$ cat src/rtl/i281_pkg.sv
// Shared constants and types for the i281 run controller.
package i281_pkg;

  localparam int unsigned ST_IF = 0;

  localparam logic [1:0] CAUSE_RESET   = 2'd0;
  localparam logic [1:0] CAUSE_RUN_LOW = 2'd1;
  localparam logic [1:0] CAUSE_STEP    = 2'd2;
  localparam logic [1:0] CAUSE_BP      = 2'd3;

  typedef enum logic [1:0] {
    CTL_HALTED   = 2'd0,
    CTL_RUNNING  = 2'd1,
    CTL_STEPPING = 2'd2
  } ctl_state_e;

endpackage

$ cat src/rtl/i281_edge_detect.sv
// Rising-edge detector: registers the previous level and flags a 0->1 change.
module i281_edge_detect (
  input  logic clock,
  input  logic reset,
  input  logic i_sig,
  output logic o_rise_c
);

  logic r_prev;

  always_ff @(posedge clock or negedge reset) begin
    if (!reset) r_prev <= 1'b0;
    else        r_prev <= i_sig;
  end

  assign o_rise_c = i_sig & ~r_prev;

endmodule

$ cat src/rtl/i281_run_controller.sv
// Run/step/breakpoint sequencer gating the i281 core clock-enable at
// instruction boundaries, with halt status and debug counters.
module i281_run_controller
  import i281_pkg::*;
#(
  parameter int unsigned PC_W    = 6,
  parameter int unsigned STATE_W = 5,
  parameter int unsigned CNT_W   = 32
) (
  input  logic                 clock,
  input  logic                 reset,
  input  logic                 run,
  input  logic                 step,
  input  logic                 bp_enable,
  input  logic [PC_W-1:0]      bp_addr,
  input  logic [STATE_W-1:0]   core_state,
  input  logic [PC_W-1:0]      core_pc,
  output logic                 core_enable,
  output logic                 halted,
  output logic [1:0]           halt_cause,
  output logic [CNT_W-1:0]     cycle_count,
  output logic [CNT_W/2-1:0]   instr_count
);

  localparam int unsigned IC_W = CNT_W / 2;

  ctl_state_e        r_state;
  ctl_state_e        w_state_nxt;
  logic              r_halted;
  logic [1:0]        r_cause;
  logic [1:0]        w_cause_nxt;
  logic              r_bp_skip;
  logic              w_bp_skip_nxt;
  logic              r_step_fetched;
  logic              w_step_fetched_nxt;
  logic [CNT_W-1:0]  r_cycle_count;
  logic [IC_W-1:0]   r_instr_count;

  logic w_boundary;
  logic w_bp_hit;
  logic w_stop;
  logic w_enable;
  logic w_fetch;
  logic w_step_rise;

  i281_edge_detect u_step_edge (
    .clock    (clock),
    .reset    (reset),
    .i_sig    (step),
    .o_rise_c (w_step_rise)
  );

  assign w_boundary = (core_state == STATE_W'(ST_IF));
  assign w_bp_hit   = bp_enable & (core_pc == bp_addr) & ~r_bp_skip;
  assign w_fetch    = w_enable & w_boundary;

  always_ff @(posedge clock or negedge reset) begin
    if (!reset) begin
      r_state        <= CTL_HALTED;
      r_halted       <= 1'b1;
      r_cause        <= CAUSE_RESET;
      r_bp_skip      <= 1'b0;
      r_step_fetched <= 1'b0;
    end else begin
      r_state        <= w_state_nxt;
      r_halted       <= (w_state_nxt == CTL_HALTED);
      r_cause        <= w_cause_nxt;
      r_bp_skip      <= w_bp_skip_nxt;
      r_step_fetched <= w_step_fetched_nxt;
    end
  end

  // Stop decisions are combinational so the enable drops in the boundary cycle itself.
  always_comb begin
    w_state_nxt        = r_state;
    w_cause_nxt        = r_cause;
    w_bp_skip_nxt      = r_bp_skip;
    w_step_fetched_nxt = r_step_fetched;
    w_stop             = 1'b0;
    w_enable           = 1'b0;
    case (r_state)
      CTL_HALTED: begin
        if (run) begin
          w_state_nxt   = CTL_RUNNING;
          w_bp_skip_nxt = (r_cause == CAUSE_BP);
        end else if (w_step_rise) begin
          w_state_nxt        = CTL_STEPPING;
          w_step_fetched_nxt = 1'b0;
          w_bp_skip_nxt      = (r_cause == CAUSE_BP);
        end
      end
      CTL_RUNNING: begin
        w_stop   = w_boundary & (~run | w_bp_hit);
        w_enable = ~w_stop;
        if (w_stop) begin
          w_state_nxt = CTL_HALTED;
          w_cause_nxt = run ? CAUSE_BP : CAUSE_RUN_LOW;
        end
      end
      CTL_STEPPING: begin
        w_stop   = w_boundary & r_step_fetched;
        w_enable = ~w_stop;
        if (w_stop) begin
          w_state_nxt = CTL_HALTED;
          w_cause_nxt = CAUSE_STEP;
        end
      end
      default: w_state_nxt = CTL_HALTED;
    endcase
    if (w_enable && w_boundary) begin
      w_bp_skip_nxt = 1'b0;
      if (r_state == CTL_STEPPING) w_step_fetched_nxt = 1'b1;
    end
  end

  always_ff @(posedge clock or negedge reset) begin
    if (!reset) begin
      r_cycle_count <= '0;
      r_instr_count <= '0;
    end else begin
      r_cycle_count <= r_cycle_count + CNT_W'(w_enable);
      r_instr_count <= r_instr_count + IC_W'(w_fetch);
    end
  end

  assign core_enable = w_enable;
  assign halted      = r_halted;
  assign halt_cause  = r_cause;
  assign cycle_count = r_cycle_count;
  assign instr_count = r_instr_count;

endmodule

$ cat config.mk
export PLATFORM = sky130hd
export DESIGN_NAME = i281_run_controller
export DESIGN_NICKNAME = d
export VERILOG_FILES = /design/src/rtl/i281_pkg.sv /design/src/rtl/i281_edge_detect.sv /design/src/rtl/i281_run_controller.sv
export SDC_FILE = /design/constraint.sdc
export NUM_CORES = 1
export LEC_CHECK = 0
export ABC_AREA = 0
export ABC_CLOCK_PERIOD_IN_PS = 2430
export CAP_MARGIN = 20
export CORE_UTILIZATION = 30
export CTS_CLUSTER_DIAMETER = 200
export CTS_CLUSTER_SIZE = 14
export DETAILED_ROUTE_END_ITERATION = 7
export PLACE_DENSITY = 0.62
export SYNTH_ARGS = -nofsm -noshare
export SYNTH_HDL_FRONTEND = slang
export SYNTH_SLANG_ARGS = --single-unit
$ cat constraint.sdc
create_clock -name clock -period 2.43 [get_ports clock]
set_clock_uncertainty 0.15 [all_clocks]
set_input_delay 0.486 -clock clock [delete_from_list [all_inputs] [get_ports clock]]
set_output_delay 0.486 -clock clock [all_outputs]
set_load 0.1 [all_outputs]
==> results.md <==
* Status: finished, violations left
* Failing checks: setup timing
* CP Capture Type: flip-flop
* Worst path top cell family by delay: simple AND/OR/NAND/NOR gates
* Net switching power at 1.52 mW
* Clk sinks at 56
* Max-Slew Margin vs Limit at 0.741
* Cell Int Power at 1.94 mW
* Ys async rst share at 1.00
* Ys flop type: dfrtp_1
* GRT overflow at 0
* Rows at 33
* Slowest stage delay, CP at 0.54 ns
* Initial drt markers at 45
* Period Utilization, post-route at 1.04
* Critical path required time at 2.46 ns
* Min Clock Period, post-route at 2.53 ns
* Area Growth Syn to Fin at 46.0%
* TNS Setup at -0.887 ns
* Mapped Cells at 221
* WP buf/inv at 2
* Sequential Power Share at 0.337
* Total I/O pin count at 74
* Post-synth top area share at 0.526
* Netlist cell types at 39
* Synth Cell Area at 2620 µm²
* RSZ-0062 raised after global routing: yes
* CP max stage cell: or4_4
* Slack of the critical path at -0.0987 ns
* CTS buffer count at 5
* Mean Syn Cell Area at 11.8 µm²
* Crit path launch type: input port
* Clock group share of total power at 0.149
* Worst r2r src: r_state[1]
* DRT Wirelength at 5320 µm
* Pwr Total at 3.46 mW
* DRT Pass-1 Iters at 4
* Pins Over Slew Limit at 0
* Count leader, synth: dfrtp_1
* Number of synthesized flops with an enable pin at 0
* Fin. Hold Viols at 0
* Final setup viols at 20
* Clock Pin Slew Worst Setup and Hold Paths at 0.10 ns
* Max Cap Viol at 0
* Synth Register Bits at 56
* Inserted Diodes at 0
* Power per cell area at 906 nW/µm²
* Chip width at 95.4 µm
* Syn_nets at 251
* Vias/cell at 4.53
* Max Clock Freq at 0.395 GHz
* CP Cell Sequence: buf_6 -> or4_4 -> nor2_4 -> a21bo_4 -> and3_4 -> nor2b_4 -> ha_4 -> ha_4 -> nand3_2 -> nor3_4 -> and3_4 -> buf_4 -> xor2_1
* Full die area at 9110 µm²
* Register-to-Register Setup Slack at -0.07 ns
* Worst min-delay path class: input port to async pin
* Post-synthesis sequential area ratio at 0.536
* Leakage at 1.90 nW
* Vias at 1,973
* Detailed placement HPWL at 3820 µm
* Fin cells at 436
* Root Driver: clkbuf_8
* CTS Hold Buffers Added at 0
* Initial antenna violation count at 0
* First-pass GRT wire length at 9090 µm
* Syn. warnings at 0
* Maximum vdd drop at 1.39 mV
* Vias in the first global route at 1,977
* Most frequent cells after synthesis: dfrtp_1, xnor2_1, nand2_1, nand3_1, xor2_1
* GR Util All Layers at 0.128
* Placed Cells at 418
* Worst slew pin tran at 0.385 ns
* Maximum buffer depth of the clock tree at 2
* Switching Share at 0.439
* Worst-skew pair later-pin latency at 0.30 ns
* Synth top area cells: dfrtp_1, xnor2_1, xor2_1, ha_1, nand3_1
* Layout cell share with drive strength beyond 1 at 0.399
* ANT nets after route at 0
* Htree depth at 2
* CTS tree: built
* GPL Wtd Cong at 0.728
* Largest net degree at the start of global routing at 57
* Critical Path Fanout Max at 6
* Die Y at 95.4 µm
* Reg2reg end: cycle_count[22]
* DRC violations left at 0
* Area of the core at 8340 µm²
* Hold WS at 0.0225 ns
* Final net count at 360
* Initial core utilization at 0.314
* Reg2Reg Depth at 12
* Largest area contributor in the netlist: dfrtp_1
* Setup CP Type: input port to flip-flop
* Gate power share at 0.513
* Drt wl/cell at 12.2 µm
* Critical path arrival at 2.56 ns
* I/O Buffers at 73
flip-flops by register name (all words and copies together), names as in the netlist:
name                flops
cycle_count            32
halt_cause              2
halted                  1
instr_count            16
r_bp_skip               1
r_state                 2
r_step_fetched          1
u_step_edge.r_prev      1
layout make-up:
cell class	count	area [µm²]
fill	804	4520
multi-input combinational	157	1330
sequential	56	1400
clock inverter	2	10.0
inverter	6	22.5
timing repair buffer	104	841
clock buffer	6	82.6
tap	105	131
power by group through the flow:
stage	registers, mW	logic [mW]	clock network (mW)
2_1_floorplan	1.74	0.588	0
3_3_place_gp	1.19	1.68	0
3_5_place_dp	1.19	1.69	0
4_1_cts	1.17	1.79	0.545
5_1_grt	1.19	1.91	0.582
6_report	1.17	1.78	0.517
worst max-delay path by stage:
| stage | slack, ns | depth (start not counted) | startpoint | endpoint |
|---|---|---|---|---|
| floorplan | -0.79 | 12 | r_state[0] | cycle_count[23] |
| global placement | -0.76 | 13 | core_state[2] | cycle_count[23] |
| detailed placement | -0.79 | 13 | core_state[2] | cycle_count[23] |
| CTS | -0.13 | 11 | r_state[1] | cycle_count[31] |
| global route | -0.23 | 11 | r_state[1] | cycle_count[21] |
| finish | -0.1 | 13 | core_state[1] | cycle_count[20] |
stage by stage:
step	util	area (µm²)	setup WS, ns
floorplan	-	2700	-0.790
global placement	0.432	3600	-0.760
detailed placement	0.432	3600	-0.794
CTS	0.452	3770	-0.134
global route	0.458	3820	-0.226
finish	0.458	3820	-0.0987
cells in the final DEF, fill, tap and decap left out, types with 3 or more instances in the layout:
master           count
a21oi_1              3
and3_1               6
and3_4               4
and4_1               4
buf_2                3
buf_4               78
buf_6                4
clkbuf_8             6
clkdlybuf4s15_1      3
dfrtp_1             55
dlygate4sd2_1       12
ha_4                 5
inv_1                5
nand2_1             16
nand2b_1             4
nand3_1             14
nand3_2              6
nand4_1              6
nor2_1               7
o21ai_0              3
xnor2_1             36
xor2_1              12
layer usage:
layer  part of all wire  routed length (µm)  GRT usage  vias to the layer above
met5                  0                   0          0                        -
met4             0.0055                  29     0.0336                        0
met3              0.052                 276     0.0351                        2
met2               0.46                2460      0.199                       51
met1               0.48                2550      0.174                      952
li1                   -                   -          -                      968
kinds of logic (layout without fill, tap and decap cells):
family,after synthesis,in the layout,synth area share
AOI/OAI and AO/OA,14,14,0.0377
xor gates and xnor gates,50,50,0.173
and+or+nand+nor,84,84,0.197
adders and majority gates,8,8,0.0382
DFF,56,56,0.536
muxes,1,1,0.00382
buffers and inverters,8,118,0.0148
what timing repair did:
action                     CTS  global route
setup endpoints to repair   42            36
resized for setup           42             5
setup buffers                7             4
cloned                       0             0
pin swaps                   25             7
No activity file was read; power rests on OpenSTA's default activity.
